**src/rtl/cp0_pkg.sv**
```systemverilog
// CP0 shared constants: register numbers, exception codes, handler vector.
// Imported by cp0, cp0_reqgen and the bench. Optional CP0_BADVADDR_EN.
package cp0_pkg;

   localparam logic [4:0] REG_BADVADDR = 5'd8;
   localparam logic [4:0] REG_SR       = 5'd12;
   localparam logic [4:0] REG_CAUSE    = 5'd13;
   localparam logic [4:0] REG_EPC      = 5'd14;
   localparam logic [4:0] REG_PRID     = 5'd15;

   localparam logic [4:0] EXC_INT  = 5'd0;
   localparam logic [4:0] EXC_ADEL = 5'd4;
   localparam logic [4:0] EXC_ADES = 5'd5;
   localparam logic [4:0] EXC_RI   = 5'd10;
   localparam logic [4:0] EXC_OV   = 5'd12;

   localparam logic [31:0] HANDLER_ADDR = 32'h0000_4180;

   function automatic logic is_addr_exc(input logic [4:0] code);
      return (code == EXC_ADEL) || (code == EXC_ADES);
   endfunction

endpackage

```
**src/rtl/cp0_reqgen.sv**
```systemverilog
// CP0 request generator: purely combinational interrupt/exception decision.
// Ports: reset, HWInt, im, ie, exl, ExcCode -> int_hit, exc_hit, IntReq.
module cp0_reqgen
   import cp0_pkg::*;
(
   input  logic         reset,
   input  logic [7:2]   HWInt,
   input  logic [15:10] im,
   input  logic         ie,
   input  logic         exl,
   input  logic [6:2]   ExcCode,
   output logic         int_hit,
   output logic         exc_hit,
   output logic         IntReq
);

   assign int_hit = (|(HWInt & im)) & ie & ~exl;
   // reset masks the synchronous exception so IntReq stays low in reset
   assign exc_hit = (ExcCode != EXC_INT) & ~exl & ~reset;
   assign IntReq  = int_hit | exc_hit;

endmodule

```
**src/rtl/cp0.sv**
```systemverilog
// CP0 coprocessor: SR, Cause, EPC, PRId (+BadVAddr with CP0_BADVADDR_EN).
// Ports: clk, reset, mfc0 A1/dout, mtc0 A2/din/we, victim PC/BD/ExcCode/
// BadAddr, HWInt, EXLClr; outputs IntReq, EPC, dout.
module cp0
   import cp0_pkg::*;
#(
   parameter logic [31:0] PRID = 32'h0000_4D50
) (
   input  logic        clk,
   input  logic        reset,
   input  logic [4:0]  A1,
   input  logic [4:0]  A2,
   input  logic [31:0] din,
   input  logic        we,
   input  logic [31:0] PC,
   input  logic        BD,
   input  logic [6:2]  ExcCode,
   input  logic [31:0] BadAddr,
   input  logic [7:2]  HWInt,
   input  logic        EXLClr,
   output logic        IntReq,
   output logic [31:0] EPC,
   output logic [31:0] dout
);

   logic [15:10] im;
   logic         exl;
   logic         ie;
   logic [15:10] ip;
   logic         bd;
   logic [6:2]   exc_code;
   logic [31:2]  epc;
   logic         int_hit;
   logic         exc_hit;
   logic [31:0]  vic_pc;
   logic [31:0]  badvaddr;

   cp0_reqgen u_reqgen (
      .reset   (reset),
      .HWInt   (HWInt),
      .im      (im),
      .ie      (ie),
      .exl     (exl),
      .ExcCode (ExcCode),
      .int_hit (int_hit),
      .exc_hit (exc_hit),
      .IntReq  (IntReq)
   );

   // a delay-slot victim restarts at its branch
   assign vic_pc = BD ? (PC - 32'd4) : PC;

   always_ff @(posedge clk) begin
      if (reset) begin
         im       <= '0;
         exl      <= 1'b0;
         ie       <= 1'b0;
         ip       <= '0;
         bd       <= 1'b0;
         exc_code <= '0;
         epc      <= '0;
      end else begin
         ip <= HWInt;
         if (IntReq) begin
            exl      <= 1'b1;
            bd       <= BD;
            epc      <= vic_pc[31:2];
            exc_code <= int_hit ? EXC_INT : ExcCode;
         end else begin
            if (we && (A2 == REG_SR)) begin
               im  <= din[15:10];
               exl <= din[1];
               ie  <= din[0];
            end
            if (we && (A2 == REG_EPC) && !exl)
               epc <= din[31:2];
            if (EXLClr)
               exl <= 1'b0;
         end
      end
   end

`ifdef CP0_BADVADDR_EN
   always_ff @(posedge clk) begin
      if (reset)
         badvaddr <= '0;
      else if (exc_hit && is_addr_exc(ExcCode))
         badvaddr <= BadAddr;
   end
   logic unused_bits;
   assign unused_bits = ^vic_pc[1:0];
`else
   assign badvaddr = '0;
   logic unused_bits;
   assign unused_bits = ^{vic_pc[1:0], BadAddr};
`endif

   assign EPC = {epc, 2'b00};

   always_comb begin
      dout = '0;
      case (A1)
         REG_SR:       dout = {16'b0, im, 8'b0, exl, ie};
         REG_CAUSE:    dout = {bd, 15'b0, ip, 3'b0, exc_code, 2'b0};
         REG_EPC:      dout = {epc, 2'b00};
         REG_PRID:     dout = PRID;
         REG_BADVADDR: dout = badvaddr;
         default:      dout = '0;
      endcase
   end

endmodule
```
**config.mk**
```make
export PLATFORM = sky130hd
export DESIGN_NAME = cp0
export DESIGN_NICKNAME = d
export VERILOG_FILES = /design/src/rtl/cp0_pkg.sv /design/src/rtl/cp0_reqgen.sv /design/src/rtl/cp0.sv
export SDC_FILE = /design/constraint.sdc
export NUM_CORES = 1
export LEC_CHECK = 0
export CAP_MARGIN = 0
export CORE_MARGIN = 10
export CORE_UTILIZATION = 38
export DETAILED_ROUTE_END_ITERATION = 6
export PLACE_DENSITY = 0.82
export RECOVER_POWER = 25
export SLEW_MARGIN = 20
export SYNTH_ARGS = -nofsm -noshare
export SYNTH_HDL_FRONTEND = slang
export SYNTH_SLANG_ARGS = --single-unit
```
**constraint.sdc**
```tcl
create_clock -name clk -period 2.7 [get_ports clk]
set_input_delay 0.27 -clock clk [delete_from_list [all_inputs] [get_ports clk]]
set_output_delay 0.27 -clock clk [all_outputs]
set_load 0.02 [all_outputs]
```
==> results.py, run 1 <==
metrics = {
    "detailed_routing": {
        "routed_wire_length_per_instance_um": 18.3,
        "via_density": 5.44,
        "dr_total_vias": 3407,
        "drtAntennaViolNets": 0,
        "first_iter_violations": 146,
        "route.detailed.drc": 0,
        "route.final.wire_length_um": 11500,
        "detail_route.first_pass.iterations": 5,
    },
    "worst_setup_path": {
        "critPathLaunchType": "primary input",
        "critical_path_required_ns": 2.43,
        "classification_of_the_worst_setup_path": "primary input to output pin",
        "cpMostUsedCell": "clkdlybuf4s50_1",
        "timing.rr.start": "im[11]",
        "r2r_setup_slack_ns": 0.75,
        "critPathMaxStageDelay_ns": 0.57,
        "crit_fanout": 2,
        "cp_slowest_cell": "clkdlybuf4s50_1",
        "timing.critical_path.max_delay_family": "buffers and inverters",
        "r2r.worst_path.cells": 7,
        "timing.rr.end": "epc[12]",
        "critical_path_arrival_ns": 2.25,
        "crit_buf_inv": 3,
        "critical_path.cell_chain": "clkdlybuf4s50_1 -> or4_1 -> o21ai_1 -> and2_1 -> inv_2 -> clkdlybuf4s50_1",
        "capturing_element_type_of_the_critical_path": "output pin",
    },
    "power_and_ir_drop": {
        "vdd_ir_drop_max_v": 0.000272,
        "power.density_cell_area_nw_per_um2": 389,
        "power.static_leakage_nw": 1.75,
        "finalPower_w": 0.00189,
    },
    "cells_and_area": {
        "n_fill_cell": 690,
        "antenna_cells": 0,
        "multiInputGateArea_um2": 1930,
        "share_of_final_layout_standard_cells_stronger_than_drive_strength_1_pct": 6.11,
        "final_nets": 646,
        "final_area_um2": 4850,
        "layoutNonFillerInstCount": 626,
        "areaGrowthSynthToFinish_pct": 58.7,
        "area.sequential_um2": 1000,
    },
    "global_routing": {
        "grt_max_degree": 51,
        "track_usage_pct": 18.4,
        "vias_in_the_first_global_route": 3438,
        "grt_first_pass_wirelength_um": 17600,
        "global_route.overflow_total": 0,
        "antenna_found_initial": 0,
    },
    "sta": {
        "timing.final.crit_period_ns": 2.52,
        "slew_headroom_pct": -54.3,
        "report.final.setup_viol": 0,
        "timing.fmax_mhz": 396,
        "measured_slew_at_the_worst_slew_check_pin_ns": 2.31,
        "worst_setup_skew_after_layout_ns": 0.00444,
        "finalHoldViolCount": 0,
        "final_slew_violations": 51,
        "post-route-period-util_pct": 93.5,
        "rsz0062_at_grt": "no",
    },
    "die": {
        "core_region_area_um2": 7770,
        "initial_utilization_pct": 39.3,
        "die_height_um": 110,
        "std_cell_rows": 32,
        "die_w_um": 110,
        "die_area_um2": 12000,
        "ios": 187,
    },
    "clocking": {
        "cts_num_sinks": 50,
        "maximum_clock_insertion_buffer_count": 2,
        "numCtsBuffers": 5,
        "post_cts_resized": 0,
        "setup_repair_bufs_after_cts": 0,
        "clock_tree.htree_level_count": 2,
        "tritoncts": "yes",
        "clock_latency_ns": 0.30,
        "clock_slew_seen_by_the_registers_of_the_worst_setup_and_hold_paths_ns": 0.09,
        "hold_buffers": 0,
        "ctsRootBufferMaster": "clkbuf_8",
    },
    "yosys": {
        "synth_enable_flop_cells": 0,
        "synthXorXnorAreaFrac_pct": 7.75,
        "synth_simple_gate_area_share_pct": 28.9,
        "yosys_most_used_dff": "dfxtp_1",
        "synthMuxAreaShare_pct": 6.23,
        "netlist_instances": 373,
        "asyncSetResetFlopFracSynth_pct": 0,
        "synth_top_cell_area_share_pct": 32.8,
        "synth_top_family_by_area": "simple AND/OR/NAND/NOR gates",
        "yosysUniqueCellTypes": 44,
        "synth.cell_area_um2": 3050,
        "synth_area_leaders": "dfxtp_1 (33%), a211oi_1 (12%), mux2i_1 (6.2%), nor2b_1 (6.1%), nor2_1 (5.2%)",
        "synth_top_cell_by_area": "dfxtp_1",
        "fraction_of_the_mapped_netlist_area_in_adder_cells_pct": 0.410,
        "ys_seq_area_share_pct": 32.8,
        "synth_compound_area_share_pct": 19.4,
        "postSynthAreaPerCell_um2": 8.18,
        "yosysWarnings": 0,
        "synth.ff_latch_count": 50,
    },
    "status": {
        "violations": "capacitance limit, slew limit",
        "status": "finished with violations",
    },
    "placed_design": {
        "gp_congestion": 0.890,
        "detailedPlacementHpwl_um": 9180,
        "place_inst": 618,
        "post_dp_cell_area_um2": 4740,
        "port_buffers": 150,
    },
    "worst_hold_path": {
        "holdPathStages": 2,
        "hold_path_class": "register to register",
        "hold_path.startpoint": "exc_code[3]",
        "worstHoldEndpoint": "exc_code[3]",
    },
    "job": {
        "cap_viol_max_count": 1,
    },
}
-- worst register-to-register path, cell delays in order (launching register included) --
cell and delay (ns):
dfxtp_1 0.33, a22o_1 0.24, o311ai_1 0.34, and2_1 0.23, inv_2 0.07, buf_12 0.18
a211oi_1 0.27, a211oi_2 0.07
-- synth_stat cells, drive strengths merged (2+ instances only) --
cell,instances
a211oi,50
a21oi,11
a22o,3
a22oi,4
a31oi,6
and2,18
and3,4
buf,9
clkbuf,19
dfxtp,50
inv,4
mux2i,19
nand2,11
nand2b,4
nand3,7
nand4b,2
nor2,42
nor2b,30
nor3,13
nor4,11
nor4b,3
o21ai,6
o31ai,2
or3,4
or4,4
xnor2,16
xor2,11
-- state kept, by name, summed over array words and instances (netlist names) --
name,count
bd,1
epc,30
exc_code,5
exl,1
ie,1
im,6
ip,6
-- report_power, final --
part | total [W] | switching (W) | leakage (nW) | internal, W
Combinational | 0.000528 | 0.000249 | 1.28 | 0.000279
Clock | 0.000531 | 0.000254 | 0.0514 | 0.000277
Sequential | 0.000827 | 0.0000377 | 0.413 | 0.000790
-- stage by stage --
step	utilization [%]	hold WS (ns)	setup WS (ns)	TNS, ns
2_1_floorplan	-	0.398	0.599	0
3_3_place_gp	61.0	0.452	0.0686	0
3_5_place_dp	61.0	0.458	-0.0412	-0.0425
4_1_cts	62.5	0.473	0.158	0
5_1_grt	62.4	0.502	0.0496	0
6_report	62.4	0.470	0.177	0
-- final cells by class --
cell class / instances / share of cell area, %
Inverter: 4 / 0.310
Multi-Input combinational cell: 292 / 39.7
Timing Repair Buffer: 170 / 34.4
Clock inverter: 2 / 0.775
Clock buffer: 6 / 1.50
Tap cell: 102 / 2.63
Sequential cell: 50 / 20.7
-- worst max-delay path by stage --
stage / from / to / slack (ns) / depth (start not counted)
5_1_grt: A1[1] / dout[27] / 0.05 / 6
3_5_place_dp: PC[2] / epc[28] / -0.04 / 8
2_1_floorplan: BD / epc[12] / 0.60 / 6
4_1_cts: ExcCode[5] / IntReq / 0.16 / 6
6_report: ExcCode[2] / IntReq / 0.18 / 6
3_3_place_gp: PC[2] / epc[26] / 0.07 / 8
-- placed cells by master, fill, tap and decap left out, types with 4 or more instances in the layout --
cell type and instances:
clkdlybuf4s50_1 127, dfxtp_1 50, a211oi_1 49, nor2_1 42, nor2b_1 30, dlygate4sd3_1 22, mux2i_1 19, and2_1 18
buf_4 17, xnor2_1 16, nor3_1 13, nand2_1 11, a21oi_1 11, xor2_1 11, nor4_1 10, nand3_1 7
a31oi_1 6, clkbuf_8 5, nand2b_1 4, a22oi_1 4, and3_1 4, or3_1 4
-- routing by layer --
| metal | share of wire (%) | track usage, % | wire length [um] |
|---|---|---|---|
| met3 | 11 | 7.96 | 1310 |
| met1 | 39 | 20.1 | 4440 |
| met2 | 49 | 32.5 | 5590 |
| met5 | 0 | 0 | 0 |
| met4 | 1.2 | 4.09 | 142 |
-- cell families (layout without fill, tap and decap cells) --
| family | count (synthesis) | after routing |
|---|---|---|
| AND/OR/NAND/NOR | 159 | 159 |
| AO/OA/AOI/OAI | 84 | 84 |
| flip-flops | 50 | 50 |
| buffers and inverters | 32 | 182 |
| XOR/XNOR | 27 | 27 |
| multiplexers | 19 | 19 |
| adder cells (fa/ha/maj) | 1 | 1 |
| other | 1 | 2 |
Power figures use the tool's default switching activity.
==> inputs of run 2 (changes only) <==
PLACE_DENSITY = 0.78   (was 0.82)
==> run 2 against run 1 <==
Against the previous run:
- the flow now finishes without violations
- combinational power about the same
- fmax up 1.2%
- count of clock-buffer cells in the layout unchanged
- routed wire length down 1.3%
- sequential power about the same
- register-to-register slack worse by 0.05 ns
- flip-flop and latch count unchanged
==> results.py, run 2 (synthesized netlist as in run 1, its figures left out) <==
metrics = {
    "status": {
        "status": "finished clean",
    },
    "sta": {
        "post-route-period-util_pct": 92.4,
        "slew_headroom_pct": 63.6,
        "timing.hold.ws_ns": 0.471,
        "worst_setup_skew_after_layout_ns": 0.00941,
        "final_slew_violations": 0,
        "rsz0062_at_grt": "no",
        "timing.final.crit_period_ns": 2.49,
        "report.final.setup_viol": 0,
        "finalHoldViolCount": 0,
        "timing.fmax_mhz": 401,
        "measured_slew_at_the_worst_slew_check_pin_ns": 0.546,
    },
    "die": {
        "std_cell_rows": 32,
        "die_height_um": 110,
        "die_w_um": 110,
        "die_area_um2": 12000,
        "core_region_area_um2": 7770,
        "ios": 187,
        "initial_utilization_pct": 39.3,
    },
    "power_and_ir_drop": {
        "power.density_cell_area_nw_per_um2": 388,
        "vdd_ir_drop_max_v": 0.000218,
        "power.static_leakage_nw": 1.78,
    },
    "worst_setup_path": {
        "critical_path.cell_chain": "clkdlybuf4s50_1 -> inv_1 -> ha_1 -> nor4bb_1 -> nand4_1 -> nor4_1 -> xnor2_1 -> a211oi_1",
        "critPathMaxStageDelay_ns": 0.49,
        "critical_path_required_ns": 2.90,
        "cp_slowest_cell": "clkdlybuf4s50_1",
        "capturing_element_type_of_the_critical_path": "register",
        "crit_fanout": 8,
        "classification_of_the_worst_setup_path": "primary input to register",
        "critical_path_arrival_ns": 2.70,
        "critPathLaunchType": "primary input",
    },
    "detailed_routing": {
        "route.final.wire_length_um": 11300,
        "routed_wire_length_per_instance_um": 18.0,
        "route.detailed.drc": 0,
        "dr_total_vias": 3295,
        "first_iter_violations": 141,
        "via_density": 5.24,
        "detail_route.first_pass.iterations": 4,
        "drtAntennaViolNets": 0,
    },
    "clocking": {
        "clock_slew_seen_by_the_registers_of_the_worst_setup_and_hold_paths_ns": 0.10,
        "numCtsBuffers": 5,
        "clock_latency_ns": 0.30,
        "hold_buffers": 0,
        "setup_repair_bufs_after_cts": 0,
        "cts_num_sinks": 50,
        "tritoncts": "yes",
        "maximum_clock_insertion_buffer_count": 2,
        "post_cts_resized": 0,
        "ctsRootBufferMaster": "clkbuf_8",
        "clock_tree.htree_level_count": 2,
    },
    "worst_hold_path": {
        "hold_path_class": "register to register",
    },
    "cells_and_area": {
        "layoutNonFillerInstCount": 629,
        "antenna_cells": 0,
        "largest_reg_flops": 30,
        "most_frequent_standard_cell_in_the_layout_excluding_fill_and_tap_cells": "clkdlybuf4s50_1",
        "final_nets": 649,
        "share_of_final_layout_standard_cells_stronger_than_drive_strength_1_pct": 6.83,
        "layout_top_registers": "epc (30), im (6), ip (6)",
        "final_area_um2": 4870,
        "max_flop_register": "epc",
        "layout_common_cells": "clkdlybuf4s50_1 (126), dfxtp_1 (50), a211oi_1 (49)",
        "areaGrowthSynthToFinish_pct": 59.7,
    },
    "job": {
        "cap_viol_max_count": 0,
    },
    "global_routing": {
        "antenna_found_initial": 0,
        "grt_max_degree": 51,
        "global_route.overflow_total": 0,
        "grt_first_pass_wirelength_um": 17500,
        "vias_in_the_first_global_route": 3345,
        "track_usage_pct": 18.2,
    },
    "placed_design": {
        "detailedPlacementHpwl_um": 8940,
        "place_inst": 621,
        "post_dp_cell_area_um2": 4760,
        "port_buffers": 150,
        "gp_congestion": 0.864,
    },
}
==> run 2: cell count changes in the layout (fill, tap and decap cells not counted), sizes merged <==
cell and delta:
clkdlybuf4s50 -1, clkbuf -1, dlymetal6s2s +1, buf +4
==> run 2: per-stage QoR <==
stage          setup WS (ns)  util (%)  TNS [ns]  power (W)
6_report               0.206      62.8         0    0.00189
5_1_grt               0.0716      62.8         0    0.00198
4_1_cts               0.0705      62.7         0    0.00191
3_5_place_dp         -0.0170      61.3   -0.0282    0.00138
3_3_place_gp          0.0548      61.3         0    0.00138
2_1_floorplan          0.599         -         0    0.00108
==> run 2: area by class of cell <==
cell class | count | area, um2
inverters | 4 | 15.0
clock inverters | 2 | 37.5
repair buffers | 173 | 1700
clock buffers | 6 | 72.6
well taps | 102 | 128
flip-flops and latches | 50 | 1000
multi-input cells | 292 | 1930
fillers | 684 | 2890
==> run 2: power by group <==
part	switching, W	internal (W)	total (W)
registers	0.0000383	0.000789	0.000828
clock network	0.000258	0.000277	0.000535
logic	0.000247	0.000281	0.000528
total	0.000543	0.00135	0.00189
==> run 2: path summary, 6_finish.rpt <==
kind / startpoint / cells after the start / end / slack, ns
worst max-delay path: PC[3] / 8 / epc[28] / 0.21
worst min-delay path: exc_code[3] / 2 / exc_code[3] / 0.47
worst max register to register: im[10] / 7 / epc[31] / 0.70
worst min register to register: exc_code[3] / 2 / exc_code[3] / 0.47
==> run 2: critical path: cells and delay by family <==
kind,cells,cell delay [ns]
XOR/XNOR,1,0.12
AO/OA/AOI/OAI,1,0.27
buffers and inverters,2,0.58
adder cells (fa/ha/maj),1,0.18
AND/OR/NAND/NOR,3,1.28
==> run 2: routing by layer <==
layer  track usage (%)  share of wire (%)  up-vias
li1                  -                  -     1657
met1              21.3                 41     1515
met2              30.9                 48      121
met3              7.84                 11        2
met4              2.51               0.30        0
met5                 0                  0        -
